--- src/rtl/dec_rr_arbiter.sv ---
// Four-requester round-robin arbiter with one-hot grant decoded from a registered winner index.
// A grant ends on done, on the owner dropping its request, or when the optional hold limit expires.
module dec_rr_arbiter #(
  parameter int unsigned MAX_HOLD = 16
) (
  input  logic       clk,
  input  logic       rst_n,
  input  logic [3:0] req,
  input  logic       done,
  output logic [3:0] gnt,
  output logic [1:0] gnt_id,
  output logic       gnt_valid,
  output logic       timeout,
  output logic [1:0] to_id
);

  typedef enum logic [0:0] {StIdle, StBusy} state_e;

  localparam logic [7:0] MaxHold = 8'(MAX_HOLD);
  localparam bit HoldEn = (MAX_HOLD != 0);

  state_e     state_q, state_d;
  logic [1:0] ptr_q, ptr_d;
  logic [3:0] gnt_q, gnt_d;
  logic [1:0] gnt_id_q, gnt_id_d;
  logic       gnt_valid_q, gnt_valid_d;
  logic [7:0] hold_cnt_q, hold_cnt_d;
  logic       timeout_q, timeout_d;
  logic [1:0] to_id_q, to_id_d;

  logic       win_found;
  logic [1:0] win_id;
  logic       release_now;
  logic       limit_hit;

  // Scan from the highest offset down so the lowest offset from ptr wins.
  always_comb begin
    win_found = 1'b0;
    win_id    = ptr_q;
    for (int i = 3; i >= 0; i--) begin
      if (req[ptr_q + 2'(i)]) begin
        win_found = 1'b1;
        win_id    = ptr_q + 2'(i);
      end
    end
  end

  assign release_now = done || !req[gnt_id_q];
  assign limit_hit   = HoldEn && (hold_cnt_q == MaxHold);

  always_ff @(posedge clk or negedge rst_n) begin
    if (!rst_n) begin
      state_q     <= StIdle;
      ptr_q       <= 2'd0;
      gnt_q       <= 4'b0000;
      gnt_id_q    <= 2'd0;
      gnt_valid_q <= 1'b0;
      hold_cnt_q  <= 8'd0;
      timeout_q   <= 1'b0;
      to_id_q     <= 2'd0;
    end else begin
      state_q     <= state_d;
      ptr_q       <= ptr_d;
      gnt_q       <= gnt_d;
      gnt_id_q    <= gnt_id_d;
      gnt_valid_q <= gnt_valid_d;
      hold_cnt_q  <= hold_cnt_d;
      timeout_q   <= timeout_d;
      to_id_q     <= to_id_d;
    end
  end

  always_comb begin
    state_d = state_q;
    unique case (state_q)
      StIdle:  if (win_found) state_d = StBusy;
      StBusy:  if (release_now || limit_hit) state_d = StIdle;
      default: state_d = StIdle;
    endcase
  end

  always_comb begin
    ptr_d       = ptr_q;
    gnt_id_d    = gnt_id_q;
    gnt_valid_d = gnt_valid_q;
    hold_cnt_d  = hold_cnt_q;
    timeout_d   = 1'b0;
    to_id_d     = to_id_q;
    unique case (state_q)
      StIdle: begin
        if (win_found) begin
          gnt_id_d    = win_id;
          gnt_valid_d = 1'b1;
          hold_cnt_d  = 8'd1;
          ptr_d       = win_id + 2'd1;
        end
      end
      StBusy: begin
        if (release_now) begin
          gnt_valid_d = 1'b0;
          hold_cnt_d  = 8'd0;
        end else if (limit_hit) begin
          gnt_valid_d = 1'b0;
          hold_cnt_d  = 8'd0;
          timeout_d   = 1'b1;
          to_id_d     = gnt_id_q;
        end else if (hold_cnt_q != 8'hff) begin
          hold_cnt_d = hold_cnt_q + 8'd1;
        end
      end
      default: begin
        gnt_valid_d = 1'b0;
      end
    endcase
  end

  // Grant is the registered 2x4 decode of the next owner index.
  always_comb begin
    gnt_d = 4'b0000;
    if (gnt_valid_d) begin
      unique case (gnt_id_d)
        2'd0: gnt_d = 4'b0001;
        2'd1: gnt_d = 4'b0010;
        2'd2: gnt_d = 4'b0100;
        2'd3: gnt_d = 4'b1000;
        default: gnt_d = 4'b0000;
      endcase
    end
  end

  assign gnt       = gnt_q;
  assign gnt_id    = gnt_id_q;
  assign gnt_valid = gnt_valid_q;
  assign timeout   = timeout_q;
  assign to_id     = to_id_q;

endmodule

--- config.mk ---
export PLATFORM = sky130hd
export DESIGN_NAME = dec_rr_arbiter
export DESIGN_NICKNAME = d
export VERILOG_FILES = /design/src/rtl/dec_rr_arbiter.sv
export SDC_FILE = /design/constraint.sdc
export NUM_CORES = 1
export LEC_CHECK = 0
export CAP_MARGIN = 20
export CORE_MARGIN = 2
export CORE_UTILIZATION = 29
export DETAILED_ROUTE_END_ITERATION = 7
export PLACE_DENSITY_LB_ADDON = 0.1
export SYNTH_ARGS = -nofsm -noshare
export SYNTH_HDL_FRONTEND = slang
export SYNTH_SLANG_ARGS = --single-unit
--- constraint.sdc ---
create_clock -name clk -period 4.4 [get_ports clk]
set_input_delay 0.44 -clock clk [delete_from_list [all_inputs] [get_ports clk]]
set_output_delay 0.44 -clock clk [all_outputs]
set_load 0.02 [all_outputs]
After elaboration in Yosys (flattened, before gate mapping)
Index checks and enable logic that the tools add are counted.
{"block": "word_totals", "in_bits": 7, "reg_bits": 21}
{"block": "op_classes", "addsub": 5, "n_eq_ne": 7, "mux": 37, "n_reduce_logical": 7, "order_cmp": 5, "n_bitwise": 2}
{"op": "8-bit two-way mux", "n": 4}
{"op": "1-bit two-way mux", "n": 17}
{"op": "4-bit one-hot mux with 4 select lines", "n": 1}
{"op": "8-bit one-hot mux with 2 select lines", "n": 1}
{"op": "2-bit by 3-bit < comparator with 1-bit output (second input constant)", "n": 5}
{"op": "2-bit two-way mux", "n": 6}
{"op": "1-bit binary-select mux with 2-bit select", "n": 5}
{"op": "8-bit by 1-bit adder with 8-bit output (second input constant)", "n": 1}
{"op": "8-bit by 5-bit equality test with 1-bit output (second input constant)", "n": 1}
{"op": "8-bit inequality test (second input constant)", "n": 1}
{"op": "2-bit by 1-bit adder with 2-bit output (second input constant)", "n": 2}
{"op": "2-bit adder (second input constant)", "n": 2}
{"op": "2-bit equality test (second input constant)", "n": 2}
{"op": "4-bit two-way mux", "n": 1}
{"op": "4-bit by 1-bit inequality test with 1-bit output (second input constant)", "n": 1}
{"op": "1-bit one-hot mux with 2 select lines", "n": 2}
{"op": "2-bit AND reduction", "n": 2}
{"op": "3-bit AND reduction", "n": 1}
{"op": "2-bit by 1-bit equality test with 1-bit output (second input constant)", "n": 1}
{"op": "2-bit logical NOT", "n": 1}
{"op": "1-bit logical OR", "n": 2}
{"op": "2-bit inequality test (second input constant)", "n": 1}
{"op": "1-bit NOT", "n": 2}
{"op": "1-bit logical NOT", "n": 1}

Depth between registers and ports, before layout
{"block": "depth", "ltp_word": 12, "mapped_depth": 7, "depth_no_buf": 6}

Worst setup path before layout
No wires, ideal clock.
{"block": "synth_path", "path_kind": "in2reg", "start": "input port req[0]", "end": "register hold_cnt_q[0]", "arrival_time_ns": 1.664, "path_buffers": 2, "path_slack_ns": 2.614, "setup_time_ns": 0.121, "required_ns": 4.279, "stages": 7, "path_cell_list": "buf_2 mux4_2 nand3b_4 nand2b_4 buf_6 a22oi_1 o22a_1"}
{"block": "synth_between", "elab_chain_len": 8, "elab_cells_between_ends": 21, "cone_classes": "2 x eq/ne; 16 x mux; 3 x reduce/logical"}
{"element": "from (decl)", "line_no": "8", "source": "input logic [3:0] req,"}
{"element": "1-bit binary-select mux with 2-bit select", "line_no": "41", "source": "if (req[ptr_q + 2'(i)]) begin"}
{"element": "1-bit two-way mux (implied by the code)", "line_no": "41"}
{"element": "1-bit two-way mux (4 in series)", "line_no": "41"}
{"element": "2-bit inequality test (no line)"}
{"element": "2-bit AND reduction (no line)"}
{"element": "to (signal assigned)", "line_no": "67", "source": "hold_cnt_q <= hold_cnt_d;"}
{"element": "to (decl)", "line_no": "27", "source": "logic [7:0] hold_cnt_q, hold_cnt_d;"}
Parallel ways exist; a longest one is shown, timed or not. The select of a mux whose other input is x is not followed.
A chain may end at the register's enable or synchronous reset.

Worst setup path after layout
{"block": "layout_path", "start": "input port req[1]", "end": "register gnt_q[0] (netlist: gnt[0])"}
{"block": "layout_between", "elab_chain_len": 11, "elab_cells_between_ends": 31, "cone_classes": "3 x eq/ne; 25 x mux; 3 x reduce/logical"}
{"element": "1-bit binary-select mux with 2-bit select", "line_no": "41"}
{"element": "1-bit two-way mux (implied by the code)", "line_no": "41"}
{"element": "2-bit two-way mux or 1-bit two-way mux (tied branches) (4 in series)", "line_no": "41"}
{"element": "2-bit two-way mux *", "line_no": "91", "source": "if (win_found) begin"}
{"element": "2-bit two-way mux *", "line_no": "89", "source": "unique case (state_q)"}
{"element": "via gnt_id_d[1]", "line_no": "25", "source": "logic [1:0] gnt_id_q, gnt_id_d;"}
{"element": "2-bit equality test (tied with other cells)", "line_no": "121", "source": "unique case (gnt_id_d)"}
{"element": "4-bit one-hot mux with 4 select lines *", "line_no": "121"}
{"element": "4-bit two-way mux *", "line_no": "120", "source": "if (gnt_valid_d) begin"}
{"element": "via gnt_d[0]", "line_no": "24", "source": "logic [3:0] gnt_q, gnt_d;"}
{"element": "to (signal assigned)", "line_no": "64", "source": "gnt_q <= gnt_d;"}
{"element": "to (decl)", "line_no": "24"}
Mark *: on every way through the listed nets, which the timed path passes. The rest lies on a longest branch. The select of a mux whose other input is x is not followed.

==> flow_summary.ini <==
[floorplan]
top_level_ports = 17
floorplan.die_area_um2 = 4770
start_util = 0.305
rows = 23
die_w_um = 69.1
chipHeight_um = 69.1
design.core.area_um2 = 4030

[routing]
routedWlPerCell_um = 12.4
routed_via_density = 4.84
vias = 920
route.final.wire_length_mm = 2.36
detail_route.iter0.violations = 65
post-route-drc-count = 0
drt-pass1-iter-count = 4
postRouteAntennaNets = 0

[yosys]
synth_area_per_cell_um2 = 9.82
post_synth_inst_count = 125
synth-async-reset-ratio = 1.00
synth_top_cells_by_area = sky130_fd_sc_hd__dfrtp_1 (43%), sky130_fd_sc_hd__o21ai_0 (3.7%), sky130_fd_sc_hd__nand2_1 (3.4%)
synthDominantCellAreaShare = 0.428
synth-warning-count = 0
post-synth-top-area-cell = sky130_fd_sc_hd__dfrtp_1
synth_enable_flop_cells = 0
synth_ff_type = sky130_fd_sc_hd__dfrtp_1
ys_seq_area_frac = 0.428
unique_cell_type_count_in_the_yosys_netlist = 45
post_synth_instance_area_um2 = 1230
syn-num-nets = 134
yosys_register_bits = 21

[power]
totalPowerFinal_uw = 754
comb_power_share = 0.423
netSwitchingPower_uw = 289
clock_power_share = 0.167
p_sw_frac = 0.384
p_seq_frac = 0.409
max-vdd-ir-drop_mv = 0.155
power_density_nw_per_um2 = 514
cell_internal_pwr_uw = 464
static-leakage-power_nw = 0.612

[setup_path]
worstPathArrival_ns = 2.31
cp_data_required_time_ns = 4.59
timing.critical_path.fanout_max = 9
startpoint_type = input pin
worstSetupPathType = input pin to flop
critical_path_endpoint_category = flop

[sta]
period_needed_ns = 2.11
final_setup_fails = 0
rsz0062_at_grt = false
timing.clock.skew_ns = 0.00484
slew_viol_final = 0
timing.setup.tns_ns = 0
slew_headroom = 0.358
max_freq_mhz = 473
worst_pin_slew_ns = 0.960
period_share = 0.480
hold_viol_final = 0

[worst_hold_path]
min-delay-path-class = flop to flop

[placement]
routabilityCongestion = 0.745
number_of_port_buffers = 16
place.detailed.hpwl_mm = 1.80

[clock_network]
clock-root-buffer = sky130_fd_sc_hd__clkbuf_8
clkTransAtPathRegs_ns = 0.07
tritoncts = yes
clock_latency_ns = 0.26
h_tree_levels = 1
cts_hold_repair_buffers = 0
max-clock-path-buffers = 2
cts_made_buffers = 3
cts_num_sinks = 21
cts.repair_timing.setup_buffer_count = 0
cts.repair.resized = 0

[global_route]
grt_antenna_before_repair = 0
pin_count_of_the_biggest_net_entering_global_routing = 22
grt_use_total = 0.107
grt_total_ovfl = 0
grt_first_pass_wirelength_mm = 4.13
number_of_global_route_vias_before_repair = 906

[run_status]
status = finished, final reports clean

[finish]
layout.area.seq_um2 = 526
drive_gt1_frac = 0.121
num_antenna_cells = 0
area_growth_pct = 19.5
multi_input_comb_area_um2 = 646
final_nets = 150
fillerInstances = 408

[run]
drv_cap = 0
==> per-stage QoR <==
| stage | setup slack, ns | hold slack [ns] | utilization | cells | cell area [µm²] |
|---|---|---|---|---|---|
| detailed placement | 2.04 | 0.498 | 0.352 | 186 | 1420 |
| floorplan | 2.61 | 0.144 | - | 125 | 1230 |
| global placement | 2.00 | 0.490 | 0.352 | 186 | 1420 |
| CTS | 2.33 | 0.515 | 0.364 | 190 | 1470 |
| global route | 2.16 | 0.534 | 0.364 | 190 | 1470 |
| finish | 2.29 | 0.507 | 0.364 | 190 | 1470 |
==> logic make-up after synthesis <==
group / count (synthesis) / synth area share
AND/OR/NAND/NOR: 54 / 0.267
AO/OA/AOI/OAI: 28 / 0.162
buffers and inverters: 12 / 0.0459
adder cells (fa/ha/maj): 2 / 0.0204
XOR/XNOR: 2 / 0.0143
flip-flops: 21 / 0.428
multiplexers: 6 / 0.0622
==> state kept, by name, indices dropped and copies added (netlist names) <==
| signal | flops |
|---|---|
| hold_cnt_q | 8 |
| gnt | 4 |
| gnt_id | 2 |
| gnt_valid | 1 |
| ptr_q | 2 |
| timeout | 1 |
| state_q | 1 |
| to_id | 2 |
==> synth_stat cells (2+ instances only) <==
library cell / number
sky130_fd_sc_hd__a21oi_1: 5
sky130_fd_sc_hd__nand3_1: 6
sky130_fd_sc_hd__nor3b_1: 3
sky130_fd_sc_hd__o21ai_0: 9
sky130_fd_sc_hd__nor2_1: 9
sky130_fd_sc_hd__or3_1: 2
sky130_fd_sc_hd__nand2_1: 11
sky130_fd_sc_hd__nor3_1: 3
sky130_fd_sc_hd__inv_1: 7
sky130_fd_sc_hd__nand2b_1: 2
sky130_fd_sc_hd__dfrtp_1: 21
sky130_fd_sc_hd__mux2i_1: 2
sky130_fd_sc_hd__o22ai_1: 2
sky130_fd_sc_hd__nor2b_1: 6
sky130_fd_sc_hd__buf_2: 2
sky130_fd_sc_hd__o21bai_1: 2
sky130_fd_sc_hd__ha_1: 2
sky130_fd_sc_hd__or2_2: 2
sky130_fd_sc_hd__mux2_2: 3
==> critical path: stages <==
cell and delay, ns:
sky130_fd_sc_hd__clkdlybuf4s50_1 0.68, sky130_fd_sc_hd__nor3b_1 0.12, sky130_fd_sc_hd__a2111oi_1 0.63, sky130_fd_sc_hd__o31ai_2 0.16, sky130_fd_sc_hd__nor2b_1 0.14, sky130_fd_sc_hd__nor2b_1 0.13
==> layer usage <==
layer	vias to the layer above	global-route usage	wire, µm
met4	0	0.0327	30
met2	18	0.169	1100
li1	471	-	-
met1	426	0.140	1140
met3	5	0.0322	91
met5	-	0	0
==> layout by cell type, fill, tap and decap left out, types with 3 or more instances in the layout <==
cell type                          n
sky130_fd_sc_hd__nor2b_1           6
sky130_fd_sc_hd__inv_1             7
sky130_fd_sc_hd__clkbuf_8          3
sky130_fd_sc_hd__nand2_1          11
sky130_fd_sc_hd__mux2_2            3
sky130_fd_sc_hd__nor2_1            9
sky130_fd_sc_hd__a21oi_1           5
sky130_fd_sc_hd__nor3_1            3
sky130_fd_sc_hd__dfrtp_1          21
sky130_fd_sc_hd__nor3b_1           3
sky130_fd_sc_hd__clkdlybuf4s50_1  16
sky130_fd_sc_hd__o21ai_0           9
sky130_fd_sc_hd__nand3_1           6
==> final timing paths <==
kind / slack, ns / cells after the start / end / start
worst max-delay path: 2.29 / 6 / gnt[0] / req[1]
worst min-delay path: 0.51 / 1 / to_id[1] / to_id[1]
worst max register to register: 2.59 / 6 / hold_cnt_q[5] / hold_cnt_q[0]
worst min register to register: 0.51 / 1 / to_id[1] / to_id[1]
max in group asynchronous: 3.11 / 1 / timeout / rst_n
min in group asynchronous: 0.71 / 1 / ptr_q[1] / rst_n
==> power groups by stage <==
stage	combinational, mW	clock (mW)	sequential (mW)
floorplan	0.207	0	0.323
global placement	0.323	0	0.313
detailed placement	0.321	0	0.314
CTS	0.322	0.132	0.309
global route	0.353	0.139	0.318
finish	0.319	0.126	0.308
==> area by class of cell <==
| cell class | count | share of cell area |
|---|---|---|
| Multi-Input combinational cell | 92 | 0.440 |
| Sequential cell | 21 | 0.358 |
| Timing Repair Buffer | 16 | 0.109 |
| Tap cell | 50 | 0.0427 |
| Clock buffer | 3 | 0.0282 |
| Inverter | 7 | 0.0179 |
| Clock inverter | 1 | 0.00341 |
(Power assumes the default switching activity.)
